**src/rtl/matrix_loader_pkg.sv**
```systemverilog
// Shared constants, order codes and FSM state type for the matrix loader.
package matrix_loader_pkg;

  localparam int unsigned ELEM_W = 8;
  localparam int unsigned MAX_N  = 5;
  localparam int unsigned MAT_W  = MAX_N * MAX_N * ELEM_W;  // 200
  localparam int unsigned CNT_W  = 5;                       // holds up to 25 elements

  localparam logic [1:0] ORD_2X2 = 2'b00;
  localparam logic [1:0] ORD_3X3 = 2'b01;
  localparam logic [1:0] ORD_4X4 = 2'b10;
  localparam logic [1:0] ORD_5X5 = 2'b11;

  typedef enum logic [1:0] {
    StIdle,
    StLoad,
    StPresent
  } state_e;

  // Number of elements n*n for an order code, n = code + 2.
  function automatic logic [CNT_W-1:0] num_elems(input logic [1:0] code);
    logic [CNT_W-1:0] n;
    unique case (code)
      ORD_2X2: n = CNT_W'(4);
      ORD_3X3: n = CNT_W'(9);
      ORD_4X4: n = CNT_W'(16);
      default: n = CNT_W'(25);
    endcase
    return n;
  endfunction

endpackage

```
**src/rtl/matrix_loader.sv**
```systemverilog
// Streams signed elements (row-major) into a packed matrix for the determinant
// unit, then presents it with a valid/ack handshake.
// Optional feature: define MATRIX_LOADER_DET_CAPTURE_EN to add det/det_out/det_valid,
// which register the determinant result when the presented matrix is acknowledged.
module matrix_loader #(
  parameter int unsigned ELEM_W = matrix_loader_pkg::ELEM_W,
  parameter int unsigned MAX_N  = matrix_loader_pkg::MAX_N
) (
  input  logic                            clk,
  input  logic                            rst,
  input  logic                            start,
  input  logic [1:0]                      tamanho,
  input  logic                            abort,
  input  logic signed [ELEM_W-1:0]        dado,
  input  logic                            dado_valid,
  output logic                            dado_ready,
  output logic [MAX_N*MAX_N*ELEM_W-1:0]   matriz,
  output logic [1:0]                      sinalizador,
  output logic                            matriz_valid,
  input  logic                            matriz_ack,
`ifdef MATRIX_LOADER_DET_CAPTURE_EN
  input  logic signed [31:0]              det,
  output logic signed [31:0]              det_out,
  output logic                            det_valid,
`endif
  output logic                            busy
);

  import matrix_loader_pkg::*;

  localparam int unsigned NSLOT = MAX_N * MAX_N;

  state_e                    state_q, state_d;
  logic [CNT_W-1:0]          cnt_q, cnt_d;
  logic [NSLOT*ELEM_W-1:0]   matriz_q, matriz_d;
  logic [1:0]                sinal_q, sinal_d;
  logic [CNT_W-1:0]          nelem;
  logic [CNT_W-1:0]          slot;
  logic                      last;

  // Transfer k lands in element slot N-1-k, so the first element ends up on top.
  assign nelem = num_elems(sinal_q);
  assign slot  = nelem - CNT_W'(1) - cnt_q;
  assign last  = (cnt_q == nelem - CNT_W'(1));

  // State, counter and matrix registers.
  always_ff @(posedge clk or posedge rst) begin
    if (rst) begin
      state_q  <= StIdle;
      cnt_q    <= '0;
      matriz_q <= '0;
      sinal_q  <= ORD_2X2;
    end else begin
      state_q  <= state_d;
      cnt_q    <= cnt_d;
      matriz_q <= matriz_d;
      sinal_q  <= sinal_d;
    end
  end

  // Next-state and datapath updates; abort always takes priority.
  always_comb begin
    state_d  = state_q;
    cnt_d    = cnt_q;
    matriz_d = matriz_q;
    sinal_d  = sinal_q;
    case (state_q)
      StIdle: begin
        if (start && !abort) begin
          state_d  = StLoad;
          sinal_d  = tamanho;
          matriz_d = '0;
          cnt_d    = '0;
        end
      end
      StLoad: begin
        if (abort) begin
          state_d  = StIdle;
          matriz_d = '0;
          cnt_d    = '0;
        end else if (dado_valid) begin
          for (int e = 0; e < int'(NSLOT); e++) begin
            if (slot == CNT_W'(e)) matriz_d[e*ELEM_W +: ELEM_W] = dado;
          end
          cnt_d = cnt_q + CNT_W'(1);
          if (last) state_d = StPresent;
        end
      end
      StPresent: begin
        if (abort) begin
          state_d  = StIdle;
          matriz_d = '0;
        end else if (matriz_ack) begin
          state_d = StIdle;
        end
      end
      default: state_d = StIdle;
    endcase
  end

  // Handshake flags decode straight from the state register.
  always_comb begin
    dado_ready   = (state_q == StLoad);
    matriz_valid = (state_q == StPresent);
    busy         = (state_q != StIdle);
    matriz       = matriz_q;
    sinalizador  = sinal_q;
  end

`ifdef MATRIX_LOADER_DET_CAPTURE_EN
  logic               cap;
  logic signed [31:0] det_out_q;
  logic               det_valid_q;

  assign cap = (state_q == StPresent) && matriz_ack && !abort;

  // Capture the determinant on a clean acknowledge; det_valid is a one-cycle pulse.
  always_ff @(posedge clk or posedge rst) begin
    if (rst) begin
      det_out_q   <= '0;
      det_valid_q <= 1'b0;
    end else begin
      det_valid_q <= cap;
      if (cap) det_out_q <= det;
    end
  end

  assign det_out   = det_out_q;
  assign det_valid = det_valid_q;
`endif

endmodule

```
**config.mk**
```make
export PLATFORM = sky130hd
export DESIGN_NAME = matrix_loader
export DESIGN_NICKNAME = d
export VERILOG_FILES = /design/src/rtl/matrix_loader_pkg.sv /design/src/rtl/matrix_loader.sv
export SDC_FILE = /design/constraint.sdc
export NUM_CORES = 1
export LEC_CHECK = 0
export CAP_MARGIN = 20
export CORE_MARGIN = 5
export CORE_UTILIZATION = 30
export DETAILED_ROUTE_END_ITERATION = 7
export PLACE_DENSITY = 0.54
export SYNTH_ARGS = -nofsm -noshare
export SYNTH_HDL_FRONTEND = slang
export SYNTH_SLANG_ARGS = --single-unit
```
**constraint.sdc**
```tcl
create_clock -name clk -period 15.3 [get_ports clk]
set_input_delay 3.825 -clock clk [delete_from_list [all_inputs] [get_ports clk]]
set_output_delay 3.825 -clock clk [all_outputs]
set_load 0.03 [all_outputs]
```
# [Yosys cells after proc, flatten, opt, wreduce, memory -nomap -nowiden]
# Index checks and enable logic that the tools add are counted.
[word_totals] in_bits=16 ff_bits=209 output_inout_bits=205 elab_cells=168
[classes] n_eq_ne=59 n_addsub=3 mux=42 n_reduce_logical=36
[ops] operator="200-bit 2-to-1 mux" n=4
[ops] operator="200-bit one-hot mux with 3 select lines" n=1
[ops] operator="8-bit 2-to-1 mux" n=25
[ops] operator="5-bit AND reduction" n=25
[ops] operator="3-bit by 2-bit != test with 1-bit output, second input constant" n=27
[ops] operator="5-bit == test, second input constant" n=9
[ops] operator="5-bit by 4-bit == test with 1-bit output, second input constant" n=8
[ops] operator="5-bit by 3-bit == test with 1-bit output, second input constant" n=4
[ops] operator="5-bit 2-to-1 mux" n=3
[ops] operator="5-bit one-hot mux with 3 select lines" n=1
[ops] operator="2-bit 2-to-1 mux" n=6
[ops] operator="5-bit by 2-bit == test with 1-bit output, second input constant" n=2
[ops] operator="5-bit one-hot mux with 2 select lines" n=1
[ops] operator="2-bit one-hot mux with 3 select lines" n=1
[ops] operator="5-bit by 1-bit adder with 5-bit output, second input constant" n=1
[ops] operator="5-bit by 1-bit == test with 1-bit output, second input constant" n=1
[ops] operator="5-bit == test" n=1
[ops] operator="5-bit zero test" n=1
[ops] operator="5-bit by 1-bit subtractor with 5-bit output, second input constant" n=1
[ops] operator="5-bit subtractor" n=1
[ops] operator="2-bit by 1-bit == test with 1-bit output, second input constant" n=2
[ops] operator="2-bit == test, second input constant" n=2
[ops] operator="2-bit zero test" n=2
[ops] operator="2-bit != test, second input constant" n=2
[ops] operator="8 further kinds" n=9

# [Longest topological paths before layout]
[logic_depth] ltp_word=9 depth_mapped=9 ltp_nobuf=7

# [Worst setup path before layout]
# No wires, ideal clock.
[synth_path] kind="input to register" start="in abort" end="reg matriz_q[104] (netlist: matriz[104])" path_buffers=1 cell_stages=6 arrival_time_ns=5.305 setup_time_ns=0.121 slack_ns=9.874 required_time_ns=15.179 path_cell_list="buf_2 > or3b_1 > a21oi_1 > a21o_1 > a41oi_2 > a22o_1"
[synth_via] elab_chain_cells=4 word_cells_on_any_way=9 cone_classes="eq/ne: 4; mux: 2; reduce/logical: 3"
[synth_lines] item="from (decl)" line="matrix_loader.sv:13" text="input logic abort,"
[synth_lines] item="1-bit zero test" line="matrix_loader.sv:69" text="if (start && !abort) begin"
[synth_lines] item="1-bit logical AND" line="matrix_loader.sv:69"
[synth_lines] item="2-bit != test (no line)"
[synth_lines] item="5-bit AND reduction (no line)"
[synth_lines] item="to (signal assigned)" line="matrix_loader.sv:56" text="matriz_q <= matriz_d;"
[synth_lines] item="to (decl)" line="matrix_loader.sv:35" text="logic [NSLOT*ELEM_W-1:0] matriz_q, matriz_d;"
# Parallel ways exist; a longest one is shown, timed or not.
# A chain may end at the register's enable or synchronous reset.

# [Worst setup path in the final report]
[layout_path] start="in abort" end="reg matriz_q[25] (netlist: matriz[25])"
# Same word-level chain as after synthesis.

==> summary.md <==
| Metric | Value |
|---|---|
| Outcome | `complete, no violations` |
| CTS tree | `built` |
| I/O pin cnt | `221` |
| Most common cell in the netlist | `dfrtp_1` |
| GP Congestion | `0.762` |
| Post-CTS sizing | `0` |
| Post-synthesis mux area share | `0.175` |
| Hold Path Class | `reg -> reg` |
| Hold Crit Depth | `1` |
| Setup TNS | `0 ns` |
| Iter 0 DRT Violations | `343` |
| Maximum vdd ir drop | `0.0962 mV` |
| DR pass1 iterations | `4` |
| Placeable Area | `30,700 µm²` |
| Setup Viol. Count Final | `0` |
| Gr busiest metal | `met2` |
| Reg2Reg Depth | `7` |
| Critical-path maximum fanout | `98` |
| Sequential Power Share | `0.328` |
| Worst Hold Margin | `0.496 ns` |
| Met3 Usage GRT | `0.0534` |
| Dominant cell type by area after synthesis | `dfrtp_1` |
| PwrDens | `144 nW/µm²` |
| Clock latency on the worst-skew pair | `0.52 ns` |
| Combinational Power Share | `0.350` |
| EDFF count, synth | `0` |
| Grt met1 use | `0.220` |
| Area share of xor/xnor cells in the synthesized design | `0.0173` |
| Count of cell types in the netlist | `49` |
| Filler instances | `2,892` |
| IO Port Bufs | `220` |
| Req. time, crit path | `15.74 ns` |
| Flop2flop setup slack | `12.03 ns` |
| Die Span Y | `186 µm` |
| Post-synth ARST share | `1.00` |
| R2R Path End | `matriz[154]` |
| Post-synthesis adder-cell area fraction | `0.00885` |
| Net Sw Frac | `0.389` |
| Layout Cell Area excl Fill | `12,700 µm²` |
| Synthesized area per cell | `12.8 µm²` |
| GR Layer Usage met2 | `0.238` |
| PnR worst setup slack | `8.81 ns` |
| Slowest cell on crit path | `buf_4` |
| Net Switching | `0.716 mW` |
| Max_cap viols | `0` |
| Tmin final | `6.49 ns` |
| Sequential cell area | `5230 µm²` |
| Cts hold-fix bufs | `0` |
| Final net count | `964` |
| Drt via density | `4.65` |
| Die ar. | `34,700 µm²` |
| Post-Synth Simple-Gate Area | `0.148` |
| TritonCTS Sinks | `209` |
| Leading cell types by count after synthesis | `209 x dfrtp_1, 175 x nand2_1, 161 x mux2i_1, 40 x a22o_1, 34 x clkbuf_1` |
| Syn nets | `752` |
| Synthesized area | `9330 µm²` |
| WL per Instance | `20.5 µm` |
| Pint | `1.12 mW` |
| Share of layout cells above drive strength 1 | `0.105` |
| H-tree Lvls | `1` |
| Slew headroom | `0.258` |
| Worst Path Arrival | `6.93 ns` |
| Hold worst-path end | `matriz[90]` |
| Critical path class | `in -> reg` |
| Largest net degree at the start of global routing | `137` |
| Clk buf depth | `3` |
| DP Worst Slack | `8.27 ns` |
| Tot Pwr | `1.84 mW` |
| Sequential share of the synthesized area | `0.560` |
| Layout Cells excl Fill | `1,355` |
| DRC | `0` |
| Cell mode on critical path | `buf_4` |
| Util after Layout | `0.415` |
| Number of global-route vias before repair | `6,830` |
| Reg-to-reg startpoint | `sinalizador[0]` |
| Placed inst area | `11,900 µm²` |
| Crit path capture type | `flip-flop` |
| TritonCTS buffer count | `25` |
| DP HPWL | `18,300 µm` |
| Synth Area in Compound Gates | `0.0601` |
| RSZ-0062 raised after global routing | `no` |
| Main combinational cell family by area after synthesis | `multiplexers` |
| Post-synth top area share | `0.560` |
| Hold Path Origin | `matriz[90]` |
| Synthesis-to-layout area growth | `36.5%` |
| Least-Margin Pin Slew | `1.11 ns` |
| Multi-input logic area | `3840 µm²` |
| Chip width | `186 µm` |
| Fmax | `154 MHz` |
| Max Slew Vio Count | `0` |
| Worst path cell trace | `clkdlybuf4s50_1 -> or3b_1 -> a21oi_1 -> a21oi_4 -> buf_4 -> buf_4 -> nand2_1 -> mux2i_1` |
| Mapped Cells | `730` |
| Gr usage total | `0.157` |
| Initial core utilization | `0.304` |
| # diodes | `0` |
| First-pass GRT wire length | `43,800 µm` |
| Clk network pwr share | `0.322` |
| Routed wire length | `27,800 µm` |
| Dominant synthesized flop cell | `dfrtp_1` |
| Routed Antenna Nets | `0` |
| Postcts setup bufs | `0` |
| Rows | `64` |
| Synthesis-stage register bit count | `209` |
| Clock skew | `0.0151 ns` |
| Routed vias | `6,305` |
| Lkg Pwr | `6.31 nW` |
| Antenna violations before repair | `0` |
| Max stage delay on crit path | `0.89 ns` |
| Largest cells by area after synthesis | `dfrtp_1 56%, mux2i_1 17%, nand2_1 7.0%` |
| CTS clock-pin slew for the worst setup and hold paths | `0.06 ns` |
| Final Cycle Share | `0.424` |
| Cells after DPL | `1,310` |
| Yosys warnings | `0` |
| Total congestion overflow | `0` |
| Final Hold Viols | `0` |
| Clk root buf | `clkbuf_16` |
| Startpoint types | `primary input` |
==> cell type report <==
class | count | share of cell area
sequential | 209 | 0.410
multi-input combinational | 466 | 0.302
timing repair buffer | 232 | 0.181
clock buffer | 35 | 0.0568
tap | 396 | 0.0389
clock inverter | 9 | 0.00805
inverter | 8 | 0.00295
==> layout by cell type (no fill, tap or decap), types with 3 or more instances in the layout <==
cell type        count
clkbuf_1             4
xor2_4               3
nor4b_4              3
nand4_4             20
xnor2_1              3
clkinv_2             5
clkbuf_16           25
mux2i_1            161
buf_4               10
inv_1                6
clkbuf_8             6
a22o_1              40
nand2_1            175
ha_1                 5
dfrtp_1            209
nor2_1              10
nand2b_1             3
clkdlybuf4s50_1    220
nor2b_1              3
a41oi_4              3
==> critical path: cells and delay by family <==
family                 cells  cell delay (ns)
buffers and inverters      3             2.16
AND/OR/NAND/NOR            2             0.31
AO/OA/AOI/OAI              2             0.30
multiplexers               1             0.18
==> power by group through the flow <==
stage / clock network [mW] / registers, mW / logic [mW]
4_1_cts: 0.608 / 0.604 / 0.660
5_1_grt: 0.632 / 0.608 / 0.691
3_3_place_gp: 0 / 0.613 / 0.652
2_1_floorplan: 0 / 0.658 / 0.464
6_report: 0.592 / 0.604 / 0.645
3_5_place_dp: 0 / 0.613 / 0.659
==> cell families (layout without fill, tap and decap cells) <==
kind of cell	after synthesis	in the layout
AO/OA/AOI/OAI	57	57
XOR/XNOR	9	9
adder cells (fa/ha/maj)	6	6
buffers and inverters	55	284
flip-flops	209	209
multiplexers	163	163
AND/OR/NAND/NOR	231	231
==> state kept, by name, indices dropped and copies added (netlist names) <==
register,flops
matriz,200
cnt_q,5
sinalizador,2
state_q,2
==> how the worst max path moves through the flow <==
stage	end	from	depth (start not counted)
2_1_floorplan	cnt_q[0]	rst	1
3_5_place_dp	matriz[25]	abort	8
5_1_grt	matriz[26]	abort	8
4_1_cts	matriz[25]	abort	8
3_3_place_gp	matriz[8]	abort	8
6_report	matriz[25]	abort	8
==> metal layers <==
layer  wire length, µm  part of all wire  vias up
met3              2330             0.084       28
li1                  -                 -     2959
met4               413             0.015        0
met5                 0                 0        -
met2             12200              0.44      193
met1             12900              0.46     3125
No activity file was read; power rests on OpenSTA's default activity.
